===== src/rtl/spi_pixel_rx_pkg.sv =====
// Shared constants and types for the SPI pixel receiver.
// Default widths stand in for the shared parameters.svh values (MAX_PIXEL_BITS, PIXEL_WIDTH_OUT).
package spi_rx_pkg;

    localparam int DEF_MAX_PIXEL_BITS  = 24;
    localparam int DEF_PIXEL_WIDTH_OUT = 8;
    localparam int CNT_W               = $clog2(DEF_MAX_PIXEL_BITS + 1);

    typedef enum logic {IDLE, SHIFT} spi_rx_state_t;

endpackage


===== src/rtl/spi_pixel_rx_if.sv =====
// Parallel pixel bus from the SPI receiver to the grayscale/Sobel pipeline.
// px_count_o exists only when SPI_RX_PX_COUNT_EN is defined.
interface spi_pixel_rx_if
    import spi_rx_pkg::*;
#(
    parameter int MAX_PIXEL_BITS = DEF_MAX_PIXEL_BITS
);

    logic [MAX_PIXEL_BITS-1:0] out_pixel_o;
    logic                      px_rdy_o;
    logic                      busy_o;
`ifdef SPI_RX_PX_COUNT_EN
    logic [15:0]               px_count_o;
`endif

`ifdef SPI_RX_PX_COUNT_EN
    modport master (output out_pixel_o, output px_rdy_o, output busy_o, output px_count_o);
    modport slave  (input  out_pixel_o, input  px_rdy_o, input  busy_o, input  px_count_o);
`else
    modport master (output out_pixel_o, output px_rdy_o, output busy_o);
    modport slave  (input  out_pixel_o, input  px_rdy_o, input  busy_o);
`endif

endinterface


===== src/rtl/spi_pixel_rx_sync_edge_det.sv =====
// Multi-flop synchronizer for one asynchronous input, plus a history flop
// giving single-cycle rise/fall pulses in the clk_i domain.
module sync_edge_det #(
    parameter int   SYNC_STAGES = 2,
    parameter logic RESET_VAL   = 1'b0
) (
    input  logic clk_i,
    input  logic reset_i,
    input  logic d_i,
    output logic level_o,
    output logic rise_o,
    output logic fall_o
);

    logic [SYNC_STAGES-1:0] sync_q;
    logic                   hist_q;

    always_ff @(posedge clk_i) begin
        if (reset_i) begin
            sync_q <= {SYNC_STAGES{RESET_VAL}};
            hist_q <= RESET_VAL;
        end else begin
            sync_q <= {sync_q[SYNC_STAGES-2:0], d_i};
            hist_q <= sync_q[SYNC_STAGES-1];
        end
    end

    assign level_o = sync_q[SYNC_STAGES-1];
    assign rise_o  = level_o & ~hist_q;
    assign fall_o  = ~level_o & hist_q;

endmodule


===== src/rtl/spi_pixel_rx.sv =====
// SPI-style serial pixel receiver: packs MSB-first bits into RGB888 or gray words.
// Optional macro SPI_RX_PX_COUNT_EN adds a per-frame word counter (px_count_o).
module spi_pixel_rx
    import spi_rx_pkg::*;
#(
    parameter int MAX_PIXEL_BITS = DEF_MAX_PIXEL_BITS,
    parameter int GRAY_BITS      = DEF_PIXEL_WIDTH_OUT,
    parameter int SYNC_STAGES    = 2
) (
    input  logic           clk_i,
    input  logic           reset_i,
    input  logic           sclk_i,
    input  logic           cs_n_i,
    input  logic           mosi_i,
    input  logic           gray_mode_i,
    spi_pixel_rx_if.master px
);

    localparam int CW = $clog2(MAX_PIXEL_BITS + 1);

    logic sclk_rise, cs_fall, cs_rise, mosi_s;
    logic sclk_level_unused, sclk_fall_unused, cs_level_unused;
    logic mosi_rise_unused, mosi_fall_unused;

    sync_edge_det #(.SYNC_STAGES(SYNC_STAGES), .RESET_VAL(1'b0)) u_sclk_sync (
        .clk_i(clk_i), .reset_i(reset_i), .d_i(sclk_i),
        .level_o(sclk_level_unused), .rise_o(sclk_rise), .fall_o(sclk_fall_unused)
    );

    sync_edge_det #(.SYNC_STAGES(SYNC_STAGES), .RESET_VAL(1'b1)) u_cs_sync (
        .clk_i(clk_i), .reset_i(reset_i), .d_i(cs_n_i),
        .level_o(cs_level_unused), .rise_o(cs_rise), .fall_o(cs_fall)
    );

    sync_edge_det #(.SYNC_STAGES(SYNC_STAGES), .RESET_VAL(1'b0)) u_mosi_sync (
        .clk_i(clk_i), .reset_i(reset_i), .d_i(mosi_i),
        .level_o(mosi_s), .rise_o(mosi_rise_unused), .fall_o(mosi_fall_unused)
    );

    spi_rx_state_t             state_q;
    logic                      mode_q;
    logic                      done_q;
    logic                      px_rdy_q;
    logic                      busy_q;
    logic [CW-1:0]             bit_cnt_q;
    logic [CW-1:0]             last_bit;
    logic [MAX_PIXEL_BITS-1:0] shreg_q;
    logic [MAX_PIXEL_BITS-1:0] out_q;
`ifdef SPI_RX_PX_COUNT_EN
    logic [15:0]               px_count_q;
`endif

    assign last_bit = mode_q ? CW'(GRAY_BITS - 1) : CW'(MAX_PIXEL_BITS - 1);

    // The word is captured one cycle after its last shift, so done_q bridges the two.
    always_ff @(posedge clk_i) begin
        if (reset_i) begin
            state_q   <= IDLE;
            mode_q    <= 1'b0;
            done_q    <= 1'b0;
            px_rdy_q  <= 1'b0;
            busy_q    <= 1'b0;
            bit_cnt_q <= '0;
            shreg_q   <= '0;
            out_q     <= '0;
`ifdef SPI_RX_PX_COUNT_EN
            px_count_q <= '0;
`endif
        end else begin
            px_rdy_q <= 1'b0;
            done_q   <= 1'b0;
            if (done_q) begin
                px_rdy_q <= 1'b1;
                out_q    <= mode_q ? MAX_PIXEL_BITS'(shreg_q[GRAY_BITS-1:0]) : shreg_q;
`ifdef SPI_RX_PX_COUNT_EN
                if (px_count_q != 16'hFFFF)
                    px_count_q <= px_count_q + 16'd1;
`endif
            end
            case (state_q)
                IDLE: begin
                    if (cs_fall) begin
                        state_q   <= SHIFT;
                        busy_q    <= 1'b1;
                        bit_cnt_q <= '0;
                        mode_q    <= gray_mode_i;
`ifdef SPI_RX_PX_COUNT_EN
                        px_count_q <= '0;
`endif
                    end
                end
                SHIFT: begin
                    // Frame end takes priority over a coincident sclk edge.
                    if (cs_rise) begin
                        state_q   <= IDLE;
                        busy_q    <= 1'b0;
                        bit_cnt_q <= '0;
                    end else if (sclk_rise) begin
                        shreg_q <= {shreg_q[MAX_PIXEL_BITS-2:0], mosi_s};
                        if (bit_cnt_q == last_bit) begin
                            bit_cnt_q <= '0;
                            done_q    <= 1'b1;
                        end else begin
                            bit_cnt_q <= bit_cnt_q + CW'(1);
                        end
                    end
                end
                default: state_q <= IDLE;
            endcase
        end
    end

    assign px.out_pixel_o = out_q;
    assign px.px_rdy_o    = px_rdy_q;
    assign px.busy_o      = busy_q;
`ifdef SPI_RX_PX_COUNT_EN
    assign px.px_count_o  = px_count_q;
`endif

endmodule


===== src/flat_wrapper.sv =====
// flat-port wrapper written by rule: the top's interface ports become plain ports
module spi_pixel_rx_flat import spi_rx_pkg::*;
#(
    parameter int MAX_PIXEL_BITS = DEF_MAX_PIXEL_BITS,
    parameter int GRAY_BITS      = DEF_PIXEL_WIDTH_OUT,
    parameter int SYNC_STAGES    = 2
)
  (clk_i, reset_i, sclk_i, cs_n_i, mosi_i, gray_mode_i, px_out_pixel_o, px_px_rdy_o, px_busy_o);
  spi_pixel_rx_if #(.MAX_PIXEL_BITS(MAX_PIXEL_BITS)) px_i ();
  input  logic clk_i;
  input  logic reset_i;
  input  logic sclk_i;
  input  logic cs_n_i;
  input  logic mosi_i;
  input  logic gray_mode_i;
  output wire logic [$bits(px_i.out_pixel_o)-1:0] px_out_pixel_o;
  output wire logic [$bits(px_i.px_rdy_o)-1:0] px_px_rdy_o;
  output wire logic [$bits(px_i.busy_o)-1:0] px_busy_o;
  assign px_out_pixel_o = px_i.out_pixel_o;
  assign px_px_rdy_o = px_i.px_rdy_o;
  assign px_busy_o = px_i.busy_o;
  spi_pixel_rx #(.MAX_PIXEL_BITS(MAX_PIXEL_BITS), .GRAY_BITS(GRAY_BITS), .SYNC_STAGES(SYNC_STAGES)) u_core (.clk_i(clk_i), .reset_i(reset_i), .sclk_i(sclk_i), .cs_n_i(cs_n_i), .mosi_i(mosi_i), .gray_mode_i(gray_mode_i), .px(px_i));
endmodule

===== config.mk =====
export PLATFORM = sky130hd
export DESIGN_NAME = spi_pixel_rx_flat
export DESIGN_NICKNAME = d
export VERILOG_FILES = /design/src/rtl/spi_pixel_rx_pkg.sv /design/src/rtl/spi_pixel_rx_if.sv /design/src/rtl/spi_pixel_rx_sync_edge_det.sv /design/src/rtl/spi_pixel_rx.sv /design/src/flat_wrapper.sv
export SDC_FILE = /design/constraint.sdc
export NUM_CORES = 1
export LEC_CHECK = 0
export ABC_AREA = 1
export ABC_CLOCK_PERIOD_IN_PS = 1100
export BUFFER_PORTS_ARGS = -buffer_cell sky130_fd_sc_hd__buf_4
export CORE_MARGIN = 2
export CORE_UTILIZATION = 50
export CTS_CLUSTER_DIAMETER = 150
export DETAILED_ROUTE_END_ITERATION = 8
export PLACE_DENSITY_LB_ADDON = 0.2
export SYNTH_ARGS = -nofsm -noshare
export SYNTH_HDL_FRONTEND = slang
export SYNTH_HIERARCHICAL = 1
export SYNTH_SLANG_ARGS = --single-unit

===== constraint.sdc =====
create_clock -name clk_i -period 1.1 [get_ports clk_i]
set_input_delay 0.22 -clock clk_i [delete_from_list [all_inputs] [get_ports clk_i]]
set_output_delay 0.22 -clock clk_i [all_outputs]
set_load 0.01 [all_outputs]

# --- Word level (Yosys, flattened, before mapping) ---
# Cells that the tools add are included.
totals:
  latch_bits: 0
  mem_count: 0
  romBits: 0
  mem_bits_rw: 0
  ff_bits: 66
op_classes:
  magnitude_cmp: 0
  n_reduce_logical: 5
  n_bitwise: 9
  mux: 15
  shift: 0
  addsub: 1
  div: 0
  multipliers: 0
  eq_ne: 4
op_table:
  columns: ["cell", "count"]
  rows:
  - ["2-to-1 mux 5 bit", 5]
  - ["2-to-1 mux 24 bit", 1]
  - ["one-hot mux 5 bit (2 select lines)", 1]
  - ["2-to-1 mux 1 bit", 6]
  - ["NOT 1 bit", 6]
  - ["AND reduction 2 bit", 3]
  - ["adder 5 x 1 -> 5 bit (second input constant)", 1]
  - ["== test 5 bit", 1]
  - ["!= test 2 x 1 -> 1 bit (second input constant)", 2]
  - ["one-hot mux 1 bit (2 select lines)", 2]
  - ["OR reduction 4 bit", 1]
  - ["bitwise AND 1 bit", 3]
  - ["!= test 3 x 1 -> 1 bit (second input constant)", 1]
  - ["AND reduction 3 bit", 1]

# --- Logic depth before layout (Yosys ltp) ---
logic_depth:
  ltp_word: 6
  ltp_mapped: 8

# --- Modules after synthesis ---
# The synthesis kept the hierarchy.
by_module_without_submodules:
  columns: ["mod", "n_inst", "cells_per_inst", "seq_area_each_um2", "area_per_inst_um2"]
  rows:
  - ["spi_pixel_rx", 1, 270, 1161.1, 2112.0]
  - ["sync_edge_det (u_core.u_mosi_sync ...)", 2, 12, 60.1, 93.8]
  - ["sync_edge_det (u_core.u_cs_sync)", 1, 13, 60.1, 97.6]

# --- Worst setup path before layout ---
# No wires, ideal clock.
synth_timing:
  path_kind: "reg2reg"
  start: "register u_core.u_sclk_sync.sync_q[1]"
  end: "register u_core.shreg_q[23]"
  t_arrival_ns: 1.010
  required_time_ns: 0.984
  setup_time_ns: 0.116
  n_path_buf: 1
  path_slack_ns: -0.026
  path_stages_with_launch: 9
  path_cell_list: "dfxtp_1 > inv_1 > nor2_1 > nand2_2 > nor2_4 > inv_2 > buf_6 > nor2_1 > nor2_1"
synth_via:
  elab_chain_len: 2
synth_rtl:
  columns: ["item", "line", "source"]
  rows:
  - ["from (decl)", "spi_pixel_rx_sync_edge_det.sv:15", "logic [SYNC_STAGES-1:0] sync_q;"]
  - ["from (signal assigned)", "spi_pixel_rx_sync_edge_det.sv:20", "sync_q <= {SYNC_STAGES{RESET_VAL}};"]
  - ["from (signal assigned)", "spi_pixel_rx_sync_edge_det.sv:23", "sync_q <= {sync_q[SYNC_STAGES-2:0], d_i};"]
  - ["bitwise AND 1 bit", "spi_pixel_rx_sync_edge_det.sv:29", "assign rise_o = level_o & ~hist_q;"]
  - ["net u_core.sclk_rise", "spi_pixel_rx.sv:21", "logic sclk_rise, cs_fall, cs_rise, mosi_s;"]
  - ["AND reduction 3 bit (no source line)", null, null]
  - ["to (signal assigned)", "spi_pixel_rx.sv:99", "shreg_q <= {shreg_q[MAX_PIXEL_BITS-2:0], mosi_s};"]
  - ["to (decl)", "spi_pixel_rx.sv:47", "logic [MAX_PIXEL_BITS-1:0] shreg_q;"]
# The timed path passes the listed nets, and every way through them passes these cells.
# A chain may end at the register's enable or synchronous reset.

# --- Final worst setup path ---
layout_timing:
  start: "register u_core.u_sclk_sync.sync_q[1]"
  end: "register u_core.shreg_q[10]"
# Same word-level chain as after synthesis.

==> impl.org <==
** Timing
- Worst slew margin :: between 80% and 90%
- Least-Margin Pin Slew :: 0.2734 ns
- Final worst setup slack :: -0.06505 ns
- Number of max-slew violations in the final report :: 0
- Fraction of the cycle the final worst path needs :: 105.9%
- Sum Neg Setup Slack :: -0.5004 ns
- Setup violations remaining at the end of the flow were counted as 17.
- Max Freq :: around 860 MHz
- Min Tclk post-route :: 1.165 ns
- On the final layout, the worst clock skew is 0.008825 ns.
- Setup repair after global routing could not meet its margin everywhere.
- The final hold violation count came to 0.

** Global route
- Global-route usage over all layers :: 19.26%
- The number of antenna violations at the first check in global routing is 0.
- The first global-routing pass estimated between 7 and 8 mm of wire.
- Entering global routing, the biggest net connects 37 pins.
- Total global routing overflow :: 0
- Via count of the first global-routing pass :: 1,725

** Floorplanning
- The die is 72.57 um tall.
- In this run the count of I/O pins placed on the die edge is 32.
- Starting density of the core :: 52.90%
- Area enclosed by the die boundary :: 5266 um^2
- X dimension of the die :: 72.57 um
- In this run the standard cell core region covers between 4000 and 5000 um^2.
- Row cnt :: 24

** Power
- Net switching is 21.78% of the power.
- Net switching power figure :: 0.9487 mW
- Sequential cells burn 56.1% of the power.
- Logic gate share of total power :: 3.8%
- Overall power consumption after layout is estimated at 4.357 mW.
- Standby leakage power :: approximately 1.4 nW
- Largest voltage drop on the vdd net :: 826.7 uV
- For this design the ratio of total power to cell area is between 1000 and 1500 nW/um^2.
- The clock network burns 40.1% of the power.
- Internal power comes to roughly 3.4 mW.

** Clocking
- Insertion delay to the later sink of the worst-skew pair :: 0.33 ns
- The number of clock buffers added by TritonCTS is 9.
- For this design, the sink count on the clock tree is 66.
- CTS tree :: built
- The tree is rooted in a clkbuf_8.
- Quantity of hold-fixing buffers added after cts :: 0
- Clock buffer depth :: 2
- H-tree level count :: 3
- After clock tree synthesis, the clock-pin slew on the worst setup and hold paths is 0.07 ns.

** Worst setup path
- Kind of start point of the critical path :: register
- The worst setup path is captured at a register.
- Worst setup path class :: reg2reg
- In this run the worst path has a maximum fanout of 7.
- Data arrival time of the worst path :: 1.44 ns
- The largest individual stage delay along the critical path comes from the cell dfxtp_2.
- Data required time of the critical path :: about 1.4 ns
- The largest single stage delay on the critical path is between 0.3 and 0.4 ns.
- Crit-path cells :: inv_2 > nor2_2 > nand2_2 > nor2_4 > buf_2 > o21ai_0 > nor2_1

** Detailed routing
- Final wirelength :: 4.828 mm
- Using the TritonRoute via totals, the vias-per-cell ratio works out to 5.088.
- In the routed design, unresolved DRC markers number 0.
- The count of nets left with antenna violations once routing finished came out at 0.
- Number of DRC violations after detailed-routing iteration 0 :: 154
- The detailed router placed 2,035 vias in this run.
- Detail-routed net length per standard cell :: around 12 um
- 1st-pass router iterations :: 4

** Synth
- Net count of the mapped netlist :: around 300
- Number of warnings reported in the yosys synthesis log :: 6
- After synthesis the cells add up to 2351 um^2.
- Syn_area_per_cell :: roughly 7.9 um^2
- Synthesis produced 299 cells.

** Job
- Across the run, the number of max-cap violations was 0.

** Min path
- The min-delay analysis places its worst path in the category in2reg.

** Final layout
- Summing all multi-input logic gate instances after layout gives 948.4 um^2.
- Fill cells in the final layout number 384.
- Total number of nets in the final design :: ~350
- Area of all sequential standard cells :: 1329 um^2
- 0 antenna diodes ended up in the layout.
- In the final layout, the share of cells above drive strength 1 is 25.29%.
- From synthesis to final layout, the design area changed by 25.81%.

** Place
- Worst Setup Slack post-DPL :: -0.1066 ns
- The wire-length estimate of the detail-placed layout is between 2 and 3 mm.
- Number of I/O port buffers :: 31
- Routability cong. :: between 0.7 and 0.8

** Run status
- The flow ran to the end, but the final reports show violations.
- The checks that failed: negative setup slack.
## per-stage QoR
step           area [um^2]  util, %  std cells  hold WS [ns]
2_1_floorplan         2354        -        299        0.2912
5_1_grt               2958    66.55        400       0.05026
3_3_place_gp          2684    60.39        381        0.3891
3_5_place_dp          2684    60.39        381        0.3966
6_report              2958    66.55        400       0.06303
4_1_cts               2882    64.84        397       0.04575
## cells in the final DEF (no fill, tap or decap), drive strengths merged, types with 3 or more instances in the layout
| master | count |
|---|---|
| dfxtp | 66 |
| buf | 47 |
| nand3 | 20 |
| clkbuf | 12 |
| nor2 | 83 |
| a21oi | 19 |
| nand2 | 41 |
| inv | 18 |
| o21ai | 34 |
| clkinv | 3 |
## power by group through the flow
stage          sequential (mW)  clock [mW]  combinational [mW]
6_report                  2.44        1.75               0.166
4_1_cts                   2.44        1.79               0.156
3_5_place_dp              2.49           0               0.151
5_1_grt                   2.44        1.89               0.186
2_1_floorplan             2.49           0              0.0899
3_3_place_gp              2.49           0               0.148
## worst paths after layout
kind	start	end	slack, ns	depth (start not counted)
max reg2reg	u_core/u_sclk_sync/sync_q[1]	u_core/shreg_q[10]	-0.07	7
min reg2reg	u_core/u_sclk_sync/sync_q[0]	u_core/u_sclk_sync/sync_q[1]	0.40	2
min	cs_n_i	u_core/u_cs_sync/sync_q[0]	0.06	3
max	u_core/u_sclk_sync/sync_q[1]	u_core/shreg_q[10]	-0.07	7
## worst max-delay path, delay by kind of cell, from the launching register on
family,cells,cell delay [ns]
AND/OR/NAND/NOR,4,0.44
AO/OA/AOI/OAI,1,0.10
flip-flops,1,0.32
buffers and inverters,2,0.26
## what timing repair did
action                                  4_1_cts  5_1_grt
endpoints found under the setup margin       29       34
cloned                                        0        2
buffers inserted                              1        1
resized for setup                             8       25
pin swaps                                     1        1
## routing by layer
metal	vias up	global-route usage, %	wire length (um)
met1	930	23.65	2284
met3	5	5.801	236
met2	52	31.21	2259
met4	0	8.642	47
met5	-	0	0
li1	1048	-	-
## sequential cells by signal, indices dropped and copies added (netlist names)
| name | cells |
|---|---|
| u_core/u_cs_sync/hist_q | 1 |
| u_core/state_q | 1 |
| u_core/shreg_q | 24 |
| u_core/u_mosi_sync/sync_q | 2 |
| u_core/px.out_pixel_o | 24 |
| u_core/bit_cnt_q | 5 |
| u_core/mode_q | 1 |
| u_core/u_cs_sync/sync_q | 2 |
| u_core/done_q | 1 |
| u_core/px.busy_o | 1 |
| u_core/u_sclk_sync/sync_q | 2 |
| u_core/u_sclk_sync/hist_q | 1 |
| u_core/px.px_rdy_o | 1 |
## layout make-up
| type | instances | share of cell area [%] |
|---|---|---|
| Multi-Input combinational cell | 202 | 32.06 |
| Clock buffer | 12 | 5.245 |
| Timing Repair Buffer | 47 | 12.52 |
| Clock inverter | 3 | 0.5076 |
| Tap cell | 52 | 2.200 |
| Sequential cell | 66 | 44.92 |
| Inverter | 18 | 2.538 |
(Power assumes the default switching activity.)
